## config.mk

```make
export PLATFORM = sky130hd
export DESIGN_NAME = soc_mmio_fabric
export DESIGN_NICKNAME = d
export VERILOG_FILES = /design/src/rtl/soc_mmio_pkg.sv /design/src/rtl/soc_mmio_decode.sv /design/src/rtl/soc_mmio_fabric.sv
export SDC_FILE = /design/constraint.sdc
export NUM_CORES = 1
export LEC_CHECK = 0
export CAP_MARGIN = 30
export CORE_AREA = 2 2 117 119
export DETAILED_ROUTE_END_ITERATION = 7
export DIE_AREA = 0 0 119 121
export PLACE_DENSITY = 0.64
export REMOVE_ABC_BUFFERS = 1
export SYNTH_ARGS = -nofsm -noshare
export SYNTH_HDL_FRONTEND = slang
export SYNTH_SLANG_ARGS = --single-unit
```

## constraint.sdc

```tcl
create_clock -name clk -period 1.6 [get_ports clk]
set_input_delay 0.48 -clock clk [delete_from_list [all_inputs] [get_ports clk]]
set_output_delay 0.48 -clock clk [all_outputs]
set_load 0.02 [all_outputs]
```

## src/rtl/soc_mmio_pkg.sv

```systemverilog
// soc_mmio_pkg
// Shared definitions for the MMIO fabric slice.
//   state_t            : fabric FSM encoding (IDLE, ACCESS, RESP)
//   *_BASE / *_MASK    : default cpu6 memory map (RAM, VGA, LIC, UART)
//   DEFAULT_SLV_BASE/MASK : the default map flattened in slave-index order,
//                         slave i at bits [i*32 +: 32]
// No configuration macros are used in this file.
package soc_mmio_pkg;

   typedef enum logic [1:0] {
      IDLE   = 2'd0,
      ACCESS = 2'd1,
      RESP   = 2'd2
   } state_t;

   localparam int unsigned DEFAULT_NSLV = 4;

   localparam logic [31:0] RAM_BASE  = 32'h0000_0000;
   localparam logic [31:0] RAM_MASK  = 32'hFFFF_0000;
   localparam logic [31:0] VGA_BASE  = 32'h0001_0000;
   localparam logic [31:0] VGA_MASK  = 32'hFFFF_0000;
   localparam logic [31:0] LIC_BASE  = 32'h0002_0000;
   localparam logic [31:0] LIC_MASK  = 32'hFFFF_F000;
   localparam logic [31:0] UART_BASE = 32'h0002_1000;
   localparam logic [31:0] UART_MASK = 32'hFFFF_F000;

   // Slave 0 sits in the least significant slot, so RAM is concatenated last.
   localparam logic [DEFAULT_NSLV*32-1:0] DEFAULT_SLV_BASE =
      {UART_BASE, LIC_BASE, VGA_BASE, RAM_BASE};
   localparam logic [DEFAULT_NSLV*32-1:0] DEFAULT_SLV_MASK =
      {UART_MASK, LIC_MASK, VGA_MASK, RAM_MASK};

endpackage

```

## src/rtl/soc_mmio_decode.sv

```systemverilog
// soc_mmio_decode
// Combinational address decoder: each slave compares the masked address
// against its masked base, and the lowest matching index wins.
// Ports:
//   addr       in  AW    byte address to decode
//   hit        out 1     at least one slave matched
//   sel_onehot out NSLV  one-hot winner (all zero when hit is 0)
// No configuration macros are used in this file.
module soc_mmio_decode #(
   parameter int unsigned          NSLV     = 4,
   parameter int unsigned          AW       = 32,
   parameter logic [NSLV*AW-1:0]   SLV_BASE = '0,
   parameter logic [NSLV*AW-1:0]   SLV_MASK = '0
) (
   input  logic [AW-1:0]   addr,
   output logic            hit,
   output logic [NSLV-1:0] sel_onehot
);

   // Scan upward and stop claiming once a match is found, which gives the
   // lowest index priority when slave windows overlap.
   always_comb begin
      hit        = 1'b0;
      sel_onehot = '0;
      for (int i = 0; i < NSLV; i++) begin
         if (!hit &&
             ((addr & SLV_MASK[i*AW +: AW]) ==
              (SLV_BASE[i*AW +: AW] & SLV_MASK[i*AW +: AW]))) begin
            hit           = 1'b1;
            sel_onehot[i] = 1'b1;
         end
      end
   end

endmodule

```

## src/rtl/soc_mmio_fabric.sv

```systemverilog
// soc_mmio_fabric
// Single-outstanding MMIO interconnect between the cpu6 data port and NSLV
// peripheral slaves. Requests are decoded by base/mask, forwarded on a
// latched slave bus, and answered with a one-cycle registered response.
// Unmapped addresses return an error response without touching any slave.
// Ports:
//   clk, reset            clock, synchronous active-high reset
//   req_valid/req_ready   master request handshake
//   req_write/addr/wdata  master request fields
//   rsp_valid/rdata/err   one-cycle response pulse, rdata 0 on write or error
//   s_sel                 one-hot slave select, held for the whole access
//   s_write/addr/wdata    latched request fields towards the slaves
//   s_ready               per-slave completion, only the selected bit is used
//   s_rdata               flattened per-slave read data, slave i at [i*DW +: DW]
// Configuration:
//   SOC_MMIO_TIMEOUT_EN   when defined, an access that waits TIMEOUT cycles
//                         without completion ends with an error response.
module soc_mmio_fabric
   import soc_mmio_pkg::*;
#(
   parameter int unsigned          NSLV     = 4,
   parameter int unsigned          AW       = 32,
   parameter int unsigned          DW       = 32,
   parameter logic [NSLV*AW-1:0]   SLV_BASE = '0,
   parameter logic [NSLV*AW-1:0]   SLV_MASK = '0,
   parameter int unsigned          TIMEOUT  = 255
) (
   input  logic               clk,
   input  logic               reset,
   input  logic               req_valid,
   output logic               req_ready,
   input  logic               req_write,
   input  logic [AW-1:0]      req_addr,
   input  logic [DW-1:0]      req_wdata,
   output logic               rsp_valid,
   output logic [DW-1:0]      rsp_rdata,
   output logic               rsp_err,
   output logic [NSLV-1:0]    s_sel,
   output logic               s_write,
   output logic [AW-1:0]      s_addr,
   output logic [DW-1:0]      s_wdata,
   input  logic [NSLV-1:0]    s_ready,
   input  logic [NSLV*DW-1:0] s_rdata
);

   state_t            state, state_d;
   logic              dec_hit;
   logic [NSLV-1:0]   dec_onehot;
   logic              sel_ready;
   logic [DW-1:0]     sel_rdata;

   logic              req_ready_d;
   logic              rsp_valid_d;
   logic [DW-1:0]     rsp_rdata_d;
   logic              rsp_err_d;
   logic [NSLV-1:0]   s_sel_d;
   logic              s_write_d;
   logic [AW-1:0]     s_addr_d;
   logic [DW-1:0]     s_wdata_d;

`ifdef SOC_MMIO_TIMEOUT_EN
   logic [15:0]       timeout_cnt, timeout_cnt_d;
   logic              timeout_hit;
`endif

   soc_mmio_decode #(
      .NSLV     (NSLV),
      .AW       (AW),
      .SLV_BASE (SLV_BASE),
      .SLV_MASK (SLV_MASK)
   ) u_decode (
      .addr       (req_addr),
      .hit        (dec_hit),
      .sel_onehot (dec_onehot)
   );

   // Only the latched selected slave may complete the access; the read data
   // is an AND-OR mux so a zero s_sel yields zero data.
   always_comb begin
      sel_ready = |(s_ready & s_sel);
      sel_rdata = '0;
      for (int i = 0; i < NSLV; i++) begin
         if (s_sel[i]) begin
            sel_rdata = sel_rdata | s_rdata[i*DW +: DW];
         end
      end
   end

`ifdef SOC_MMIO_TIMEOUT_EN
   // The limit is reached on the ACCESS cycle whose increment would make the
   // count equal to TIMEOUT.
   always_comb begin
      timeout_hit = (({1'b0, timeout_cnt} + 17'd1) == 17'(TIMEOUT));
   end
`endif

   // Next-state and next-output logic. Every output is registered, so this
   // block computes the values they take at the coming edge.
   always_comb begin
      state_d     = state;
      rsp_valid_d = 1'b0;
      rsp_rdata_d = '0;
      rsp_err_d   = 1'b0;
      s_sel_d     = s_sel;
      s_write_d   = s_write;
      s_addr_d    = s_addr;
      s_wdata_d   = s_wdata;
`ifdef SOC_MMIO_TIMEOUT_EN
      timeout_cnt_d = timeout_cnt;
`endif
      unique case (state)
         IDLE: begin
            if (req_valid && req_ready) begin
               s_write_d = req_write;
               s_addr_d  = req_addr;
               s_wdata_d = req_wdata;
               s_sel_d   = dec_onehot;
               if (dec_hit) begin
                  state_d = ACCESS;
`ifdef SOC_MMIO_TIMEOUT_EN
                  timeout_cnt_d = '0;
`endif
               end else begin
                  state_d     = RESP;
                  rsp_valid_d = 1'b1;
                  rsp_err_d   = 1'b1;
               end
            end
         end
         ACCESS: begin
            if (sel_ready) begin
               state_d     = RESP;
               rsp_valid_d = 1'b1;
               rsp_rdata_d = s_write ? '0 : sel_rdata;
               s_sel_d     = '0;
            end
`ifdef SOC_MMIO_TIMEOUT_EN
            else if (timeout_hit) begin
               state_d     = RESP;
               rsp_valid_d = 1'b1;
               rsp_err_d   = 1'b1;
               s_sel_d     = '0;
            end else begin
               timeout_cnt_d = timeout_cnt + 16'd1;
            end
`endif
         end
         RESP: begin
            state_d = IDLE;
         end
         default: begin
            state_d = IDLE;
            s_sel_d = '0;
         end
      endcase
      req_ready_d = (state_d == IDLE);
   end

   // State and output registers. req_ready is itself a register, so it is low
   // throughout reset and rises on the first edge after reset is released.
   always_ff @(posedge clk) begin
      if (reset) begin
         state     <= IDLE;
         req_ready <= 1'b0;
         rsp_valid <= 1'b0;
         rsp_rdata <= '0;
         rsp_err   <= 1'b0;
         s_sel     <= '0;
         s_write   <= 1'b0;
         s_addr    <= '0;
         s_wdata   <= '0;
`ifdef SOC_MMIO_TIMEOUT_EN
         timeout_cnt <= '0;
`endif
      end else begin
         state     <= state_d;
         req_ready <= req_ready_d;
         rsp_valid <= rsp_valid_d;
         rsp_rdata <= rsp_rdata_d;
         rsp_err   <= rsp_err_d;
         s_sel     <= s_sel_d;
         s_write   <= s_write_d;
         s_addr    <= s_addr_d;
         s_wdata   <= s_wdata_d;
`ifdef SOC_MMIO_TIMEOUT_EN
         timeout_cnt <= timeout_cnt_d;
`endif
      end
   end

endmodule
```

==> results of run 1 <==
final cells by class:
class | count | area, sq um | share of cell area
multi-input cells | 246 | 1150 | 0.201
well taps | 176 | 220 | 0.0386
repair buffers | 209 | 2010 | 0.352
flip-flops and latches | 102 | 2040 | 0.358
clock buffers | 15 | 288 | 0.0504
logic make-up after synthesis:
kind of cell,after synthesis,share of synthesized area
AO/OA/AOI/OAI,69,0.104
AND/OR/NAND/NOR,173,0.232
buffers and inverters,29,0.0475
flip-flops,102,0.615
other,1,0.00113
metrics by stage:
stage | std cells | instance area, sq um | util
2_1_floorplan | 348 | 3170 | -
3_3_place_gp | 733 | 5550 | 0.424
3_5_place_dp | 733 | 5550 | 0.424
4_1_cts | 748 | 5710 | 0.437
5_1_grt | 748 | 5710 | 0.436
6_report | 748 | 5710 | 0.436
power groups by stage:
stage | combinational, W | sequential [W] | clock [W]
floorplan | 0.000168 | 0.00284 | 0
global placement | 0.000826 | 0.00273 | 0
detailed placement | 0.000836 | 0.00273 | 0
CTS | 0.000778 | 0.00267 | 0.00219
global route | 0.000829 | 0.00268 | 0.00227
finish | 0.000764 | 0.00267 | 0.00209
worst paths after layout:
kind / from / end / cells past startpoint
setup reg to reg: req_ready$_SDFF_PP0_ / s_addr[4]$_SDFFE_PP0P_ / 5
hold reg to reg: s_wdata[3]$_SDFFE_PP0P_ / s_wdata[3]$_SDFFE_PP0P_ / 2
hold / removal: s_wdata[3]$_SDFFE_PP0P_ / s_wdata[3]$_SDFFE_PP0P_ / 2
setup / recovery: s_wdata[2]$_SDFFE_PP0P_ / s_wdata[2] / 1
registers in the layout (all words and copies together), names as in the netlist:
name,flops
rsp_rdata,32
s_addr,32
state,2
rsp_valid,1
s_wdata,32
req_ready,1
s_write,1
s_sel,1
what timing repair did:
action / in CTS / in global routing
setup buffers: 0 / 0
gates cloned: 0 / 0
resized for setup: 101 / 2
setup endpoints to repair: 100 / 2
routing by layer:
| metal | vias up | GRT usage | part of all wire | wire length [microns] |
|---|---|---|---|---|
| met2 | 167 | 0.215 | 0.45 | 4280 |
| met5 | - | 0 | 0 | 0 |
| met1 | 1388 | 0.152 | 0.41 | 3960 |
| met3 | 11 | 0.0658 | 0.12 | 1160 |
| met4 | 0 | 0.0714 | 0.021 | 197 |
| li1 | 1564 | - | - | - |
synth_stat cells:
master | n | area, sq um
a21oi_1 | 68 | 340
and2_1 | 32 | 200
and4bb_2 | 1 | 12.5
buf_1 | 3 | 11.3
buf_2 | 7 | 35.0
buf_4 | 10 | 75.1
clkbuf_1 | 7 | 26.3
clkbuf_2 | 2 | 10.0
conb_1 | 1 | 3.75
dfxtp_1 | 102 | 2040
nand2_1 | 131 | 492
nand2b_1 | 2 | 12.5
nand4bb_1 | 1 | 11.3
nor2_1 | 3 | 11.3
nor3_1 | 2 | 10.0
nor4_4 | 1 | 21.3
o21ai_0 | 1 | 5.00
==> impl_metrics.tcl, run 1 <==
set metrics [dict create \
    cts_buffer_depth 2 \
    fin_crit_sh 0.956 \
    slowest_delay_ns 0.38 \
    cts_root_buf "clkbuf_16" \
    finalNetCount 768 \
    clock_latency_ns 0.34 \
    fin_crit_ns 1.53 \
    drv_slew 0 \
    clkPwrFrac 0.378 \
    skew_ns 0.00430 \
    ir_drop_v 0.000406 \
    antenna_found_initial 0 \
    grt.total_usage 0.136 \
    setup_viol 0 \
    routedWlPerCell_microns 12.8 \
    core.rowCount 42 \
    yosys.cell_types.count 17 \
    die_area_sq_um 14400 \
    diodes 0 \
    dp_hpwl_microns 6960 \
    min_path_type "reg2reg" \
    p_sw_w 0.00128 \
    cp_max_fo 2 \
    synth_cells 374 \
    switching_share 0.232 \
    cts_made_buffers 9 \
    path_class "reg2out" \
    fillers 1296 \
    cts_tree "yes" \
    final_cell_mix "nand2_1, dfxtp_1, clkdlybuf4s50_1" \
    status "completed" \
    ys_warn_count 0 \
    overflow 0 \
    floorplan.initialDensity 0.254 \
    drtAntennaViolNets 0 \
    cts.sinks 102 \
    cap_violations 0 \
    synth-seq-area-share 0.615 \
    intPower_w 0.00425 \
    sequentialPowerShare 0.484 \
    clk_pin_slew_ns 0.06 \
    end_kind "output pin" \
    setup_tns_ns 0 \
    start_kind "register" \
    path_buf_inv 1 \
    cts_hold_buffers 0 \
    die_h_microns 121 \
    p_total_w 0.00553 \
    grt_pass1_vias 3114 \
    r2r_slack_ns 0.30 \
    syn_area_sq_um 3320 \
    path_delay_family "buffers and inverters" \
    port_buffers 200 \
    finalHoldViolations 0 \
    grt_pass1_wl_microns 15300 \
    p_leak_nw 2.54 \
    post-place-ws_ns -0.236 \
    pin_count 304 \
    drive_above_1_share 0.0472 \
    critPathRequiredTime_ns 1.12 \
    drtIter0Drc 105 \
    drc_errors 0 \
    worst_ep_arrival_time_ns 1.05 \
    slowest_stage "dlygate4sd2_1" \
    ys_ff_latch 102 \
    pwr-share-comb 0.138 \
    htree_num_levels 3 \
    setup_slack_ns 0.0703 \
    areaGrowthSynthToFinish_pct 72.0 \
    hold_ws_ns 0.449 \
    first_pass_iters 4 \
    die_w_microns 119 \
    via_per_inst 4.18 \
    cellPowerDensity_nw_per_um2 968 \
    place.gp.congestion 0.728 \
    core_area_sq_um 13100 \
    rsz0062_at_grt "false" \
    cp_cell_sequence "dlygate4sd2_1" \
    max_freq_mhz 654 \
    mostFrequentLayoutCell "nand2_1" \
    grt_start_max_net_pins 71 \
    drt-total-wl_microns 9600 \
    dr_total_vias 3130 \
    syn_avg_cell_area_sq_um 8.88 \
]
(Power assumes the default switching activity.)
==> run 2, diff against run 1 <==
--- a/config.mk
+++ b/config.mk
@@ -6,10 +6,11 @@
 export NUM_CORES = 1
 export LEC_CHECK = 0
 export CAP_MARGIN = 30
-export CORE_AREA = 2 2 117 119
+export CORE_ASPECT_RATIO = 1.75
+export CORE_MARGIN = 8
+export CORE_UTILIZATION = 31
 export DETAILED_ROUTE_END_ITERATION = 7
-export DIE_AREA = 0 0 119 121
-export PLACE_DENSITY = 0.64
+export PLACE_DENSITY = 0.77
 export REMOVE_ABC_BUFFERS = 1
 export SYNTH_ARGS = -nofsm -noshare
 export SYNTH_HDL_FRONTEND = slang
==> run 2 against run 1 <==
- via count rose by 1.3%
- non-clock buffer count rose by 2
- register-to-register slack improved by 0.02 ns
- combinational power down 0.5%
- power decreased by 1.2%
- largest power group unchanged
- worst setup slack better by 0.0068 ns
- first-iteration DRC count decreased by 29%
- sequential power is essentially flat
- sequential share of layout area increased by 0.45 points
==> impl_metrics.tcl, run 2 (synthesis results as in run 1) <==
set metrics [dict create \
    status "completed" \
    slowest_delay_ns 0.37 \
    drt-total-wl_microns 10500 \
    critPathRequiredTime_ns 1.12 \
    cap_violations 0 \
    max_freq_mhz 657 \
    drtAntennaViolNets 0 \
    cts_hold_buffers 0 \
    drtIter0Drc 75 \
    fin_crit_sh 0.952 \
    clock_latency_ns 0.34 \
    htree_num_levels 3 \
    multi_input_area_sq_um 1150 \
    cts_root_buf "clkbuf_16" \
    cp_max_fo 2 \
    cellPowerDensity_nw_per_um2 968 \
    core_area_sq_um 10600 \
    core.rowCount 50 \
    floorplan.initialDensity 0.314 \
    setup_tns_ns 0 \
    clk_pin_slew_ns 0.06 \
    seq_area_sq_um 2040 \
    grt_start_max_net_pins 71 \
    drv_slew 0 \
    slowest_stage "dlygate4sd2_1" \
    antenna_found_initial 0 \
    place.gp.congestion 0.739 \
    die_area_sq_um 14400 \
    highest_layer "met4" \
    routedWlPerCell_microns 14.9 \
    drc_errors 0 \
    path_class "reg2out" \
    p_total_w 0.00546 \
    die_h_microns 153 \
    path_buf_inv 1 \
    port_buffers 200 \
    finalHoldViolations 0 \
    via_per_inst 4.50 \
    min_path_type "reg2reg" \
    rsz0062_at_grt "false" \
    drt-met1-wl_microns 3830 \
    mostFrequentLayoutCell "nand2_1" \
    fin_crit_ns 1.52 \
    cts_setup_buffers 0 \
    pin_count 304 \
    finalNetCount 770 \
    fillers 991 \
    dr_total_vias 3171 \
    p_leak_nw 2.54 \
    die_w_microns 94.2 \
    ir_drop_v 0.000599 \
    worst_ep_arrival_time_ns 1.04 \
    overflow 0 \
    drive_above_1_share 0.0539 \
    wl_met2_microns 5230 \
    final_cell_mix "nand2_1, dfxtp_1, clkdlybuf4s50_1, dlygate4sd2_1, a21oi_1" \
    areaGrowthSynthToFinish_pct 69.8 \
    wl_met3_microns 1220 \
    dp_hpwl_microns 8230 \
    postCtsResizedCells 100 \
    grt_pass1_vias 3230 \
    reg_top3 "rsp_rdata: 32 flops, s_addr: 32 flops, s_wdata: 32 flops" \
    grt_pass1_wl_microns 16300 \
    cts_buffer_depth 2 \
    end_kind "output pin" \
    cts_made_buffers 9 \
    cts_tree "yes" \
    skew_ns 0.00634 \
    diodes 0 \
    grt.total_usage 0.143 \
    path_delay_family "buffers and inverters" \
    cts.sinks 102 \
    setup_viol 0 \
    cp_cell_sequence "dlygate4sd2_1" \
    start_kind "register" \
    first_pass_iters 4 \
]
-- run 2: changes by cell type in the layout (fill, tap and decap cells not counted) --
cell and delta:
clkinv_2 +1, dlygate4sd2_1 +1, buf_12 -2, clkinvlp_4 +2, clkbuf_2 -1, inv_6 +3, buf_4 +4, clkbuf_1 -2
clkbuf_8 -4, clkinv_4 +1
-- run 2: worst paths after layout --
check                           startpoint                  endpoint  slack [ns]  cells after the start
setup / recovery   s_wdata[8]$_SDFFE_PP0P_                s_wdata[8]        0.08                      1
hold / removal    s_wdata[31]$_SDFFE_PP0P_  s_wdata[31]$_SDFFE_PP0P_        0.45                      2
setup reg to reg      req_ready$_SDFF_PP0_   s_wdata[7]$_SDFFE_PP0P_        0.32                      5
hold reg to reg   s_wdata[31]$_SDFFE_PP0P_  s_wdata[31]$_SDFFE_PP0P_        0.45                      2
-- run 2: power by group --
group | total [W] | switching [W] | internal, W | leakage [nW]
sequential | 0.00267 | 0.0000418 | 0.00263 | 0.828
clock | 0.00203 | 0.000958 | 0.00107 | 0.133
combinational | 0.000760 | 0.000368 | 0.000392 | 1.58
-- run 2: cell type report --
| cell class | instances | share of cell area |
|---|---|---|
| clock buffers | 9 | 0.0399 |
| clock inverters | 7 | 0.00976 |
| multi-input cells | 246 | 0.204 |
| flip-flops and latches | 102 | 0.362 |
| well taps | 130 | 0.0289 |
| repair buffers | 211 | 0.356 |
-- run 2: through the flow --
step / setup slack, ns / util / hold WS, ns / std cells / instance area [sq um]
2_1_floorplan: -0.812 / - / 0.477 / 348 / 3170
3_3_place_gp: -0.163 / 0.518 / 0.442 / 689 / 5480
3_5_place_dp: -0.196 / 0.518 / 0.448 / 689 / 5480
4_1_cts: 0.0380 / 0.533 / 0.454 / 705 / 5640
5_1_grt: 0.0112 / 0.533 / 0.470 / 705 / 5640
6_report: 0.0771 / 0.533 / 0.452 / 705 / 5640
-- run 2: worst reg2reg max path, stage by stage (launching register included) --
cell	delay [ns]
dfxtp_1	0.32
buf_4	0.13
and4bb_2	0.30
buf_12	0.22
nand2_1	0.10
a21oi_1	0.14
-- run 2: routing by layer --
layer,global-route usage,vias up
met5,0,-
met4,0.0563,0
met3,0.0731,17
met2,0.248,154
met1,0.136,1431
li1,-,1569
==> run 3, diff against run 2 <==
--- a/config.mk
+++ b/config.mk
@@ -6,11 +6,10 @@
 export NUM_CORES = 1
 export LEC_CHECK = 0
 export CAP_MARGIN = 30
-export CORE_ASPECT_RATIO = 1.75
-export CORE_MARGIN = 8
-export CORE_UTILIZATION = 31
+export CORE_AREA = 4 4 115 117
 export DETAILED_ROUTE_END_ITERATION = 7
-export PLACE_DENSITY = 0.77
+export DIE_AREA = 0 0 119 121
+export PLACE_DENSITY = 0.74
 export REMOVE_ABC_BUFFERS = 1
 export SYNTH_ARGS = -nofsm -noshare
 export SYNTH_HDL_FRONTEND = slang
==> run 3 against run 2 <==
- final area increased by 1.3%
- combinational power hardly changed
- largest power group unchanged
- critical endpoint is now s_wdata[3]
- largest cell class unchanged
- flip-flop and latch count did not move
- clock power is 7% higher
==> impl_metrics.tcl, run 3 (synthesis results as in run 1) <==
set metrics [dict create \
    status "completed" \
    setup.worst_path.start "s_wdata[3]$_SDFFE_PP0P_" \
    path_buf_inv 1 \
    finalNetCount 769 \
    core_area_sq_um 12400 \
    worstSetupPathDepth 1 \
    fillers 1208 \
    dr_total_vias 3140 \
    end_kind "output pin" \
    setup_slack_ns 0.0829 \
    areaGrowthSynthToFinish_pct 72.1 \
    worst_ep_arrival_time_ns 1.04 \
    cellPowerDensity_nw_per_um2 983 \
    cts.sinks 102 \
    drc_errors 0 \
    fin_crit_ns 1.52 \
    max_freq_mhz 659 \
    grt.total_usage 0.136 \
    path_class "reg2out" \
    multi_input_area_sq_um 1150 \
    finalHoldViolations 0 \
    reg_top3 "rsp_rdata: 32 flops, s_addr: 32 flops, s_wdata: 32 flops" \
    port_buffers 200 \
    die_w_microns 119 \
    p_total_w 0.00561 \
    reg2reg_from "req_ready$_SDFF_PP0_" \
    drive_above_1_share 0.0505 \
    p_leak_nw 2.55 \
    place.gp.congestion 0.752 \
    setup.worst_path.end "s_wdata[3]" \
    drt-total-wl_microns 9820 \
    cts_made_buffers 9 \
    pin_count 304 \
    core.rowCount 41 \
    cp_cell_sequence "dlygate4sd2_1" \
    dp_hpwl_microns 7430 \
    floorplan.initialDensity 0.268 \
    hold_ws_ns 0.450 \
    rsz0062_at_grt "false" \
    dpl_cell_area_sq_um 5540 \
    cts_hold_buffers 0 \
    slowest_stage "dlygate4sd2_1" \
    cp_max_fo 2 \
    min_path_type "reg2reg" \
    mostFrequentLayoutCell "nand2_1" \
    fin_cells 746 \
    reg2reg_depth 5 \
    slowest_delay_ns 0.37 \
    cts_root_buf "clkbuf_16" \
    antenna_found_initial 0 \
    fin_area_sq_um 5710 \
    die_h_microns 121 \
    critPathRequiredTime_ns 1.12 \
    diodes 0 \
    first_pass_iters 5 \
    ir_drop_v 0.000605 \
    routedWlPerCell_microns 13.2 \
    cts_buffer_depth 2 \
    place_inst 730 \
    start_kind "register" \
    drv_slew 0 \
    drtIter0Drc 98 \
    post-place-ws_ns -0.247 \
    setup_viol 0 \
    path_delay_family "buffers and inverters" \
    die_area_sq_um 14400 \
    seq_area_sq_um 2040 \
    via_per_inst 4.21 \
    cap_violations 0 \
    final_cell_mix "nand2_1, dfxtp_1, clkdlybuf4s50_1, dlygate4sd2_1, a21oi_1" \
    r2r-end "s_wdata[1]$_SDFFE_PP0P_" \
    fin_crit_sh 0.948 \
    overflow 0 \
    clk_pin_slew_ns 0.07 \
    r2r_slack_ns 0.29 \
    skew_ns 0.00395 \
    drtAntennaViolNets 0 \
    clock_latency_ns 0.33 \
    cts_tree "yes" \
    grt_start_max_net_pins 71 \
    grt_pass1_wl_microns 15300 \
    htree_num_levels 3 \
    grt_pass1_vias 3020 \
]
==> run 3: changes by cell type in the layout (fill, tap and decap cells not counted) <==
| cell | change |
|---|---|
| clkbuf_8 | +1 |
| clkinvlp_4 | -1 |
| buf_4 | -2 |
| bufinv_16 | +1 |
| inv_6 | -2 |
| clkdlybuf4s15_1 | -1 |
| clkbuf_2 | +1 |
| clkinv_2 | -1 |
| clkbuf_1 | +2 |
| buf_12 | +1 |
==> run 3: how the worst min path moves through the flow <==
stage | from | endpoint | slack [ns] | cells after the start
floorplan | state[1]$_SDFF_PP0_ | req_ready$_SDFF_PP0_ | 0.48 | 2
detailed placement | s_wdata[24]$_SDFFE_PP0P_ | s_wdata[24]$_SDFFE_PP0P_ | 0.45 | 2
finish | s_wdata[27]$_SDFFE_PP0P_ | s_wdata[27]$_SDFFE_PP0P_ | 0.45 | 2
CTS | s_wdata[24]$_SDFFE_PP0P_ | s_wdata[24]$_SDFFE_PP0P_ | 0.45 | 2
global placement | s_addr[4]$_SDFFE_PP0P_ | s_addr[4]$_SDFFE_PP0P_ | 0.44 | 2
global route | s_addr[16]$_SDFFE_PP0P_ | s_addr[16]$_SDFFE_PP0P_ | 0.47 | 2
==> run 3: layout make-up <==
class                   instances  area share
repair buffers                210       0.351
clock inverters                 4     0.00964
multi-input cells             246       0.201
flip-flops and latches        102       0.358
clock buffers                  12      0.0432
well taps                     172      0.0377
==> run 3: metal layers <==
metal,routed length [microns],up-vias,share of wire,track usage
li1,-,1572,-,-
met1,3920,1395,0.40,0.146
met2,4440,162,0.45,0.220
met3,1260,11,0.13,0.0704
met4,197,0,0.020,0.0659
met5,0,-,0,0
==> run 3: repair_timing <==
item	CTS	global route
resized for setup	101	1
pin swaps	0	0
setup buffers	0	0
endpoints found under the setup margin	100	1
==> run 3: power breakdown <==
| part | internal (W) | switching, W |
|---|---|---|
| Combinational | 0.000394 | 0.000365 |
| Sequential | 0.00263 | 0.0000421 |
| Clock | 0.00126 | 0.000918 |
==> run 3: per-stage QoR <==
step	setup TNS, ns	utilization
final	0	0.462
after global routing	0	0.462
after CTS	0	0.462
after detailed placement	-17.26	0.448
after global placement	-16.07	0.448
after floorplan	-53.57	-
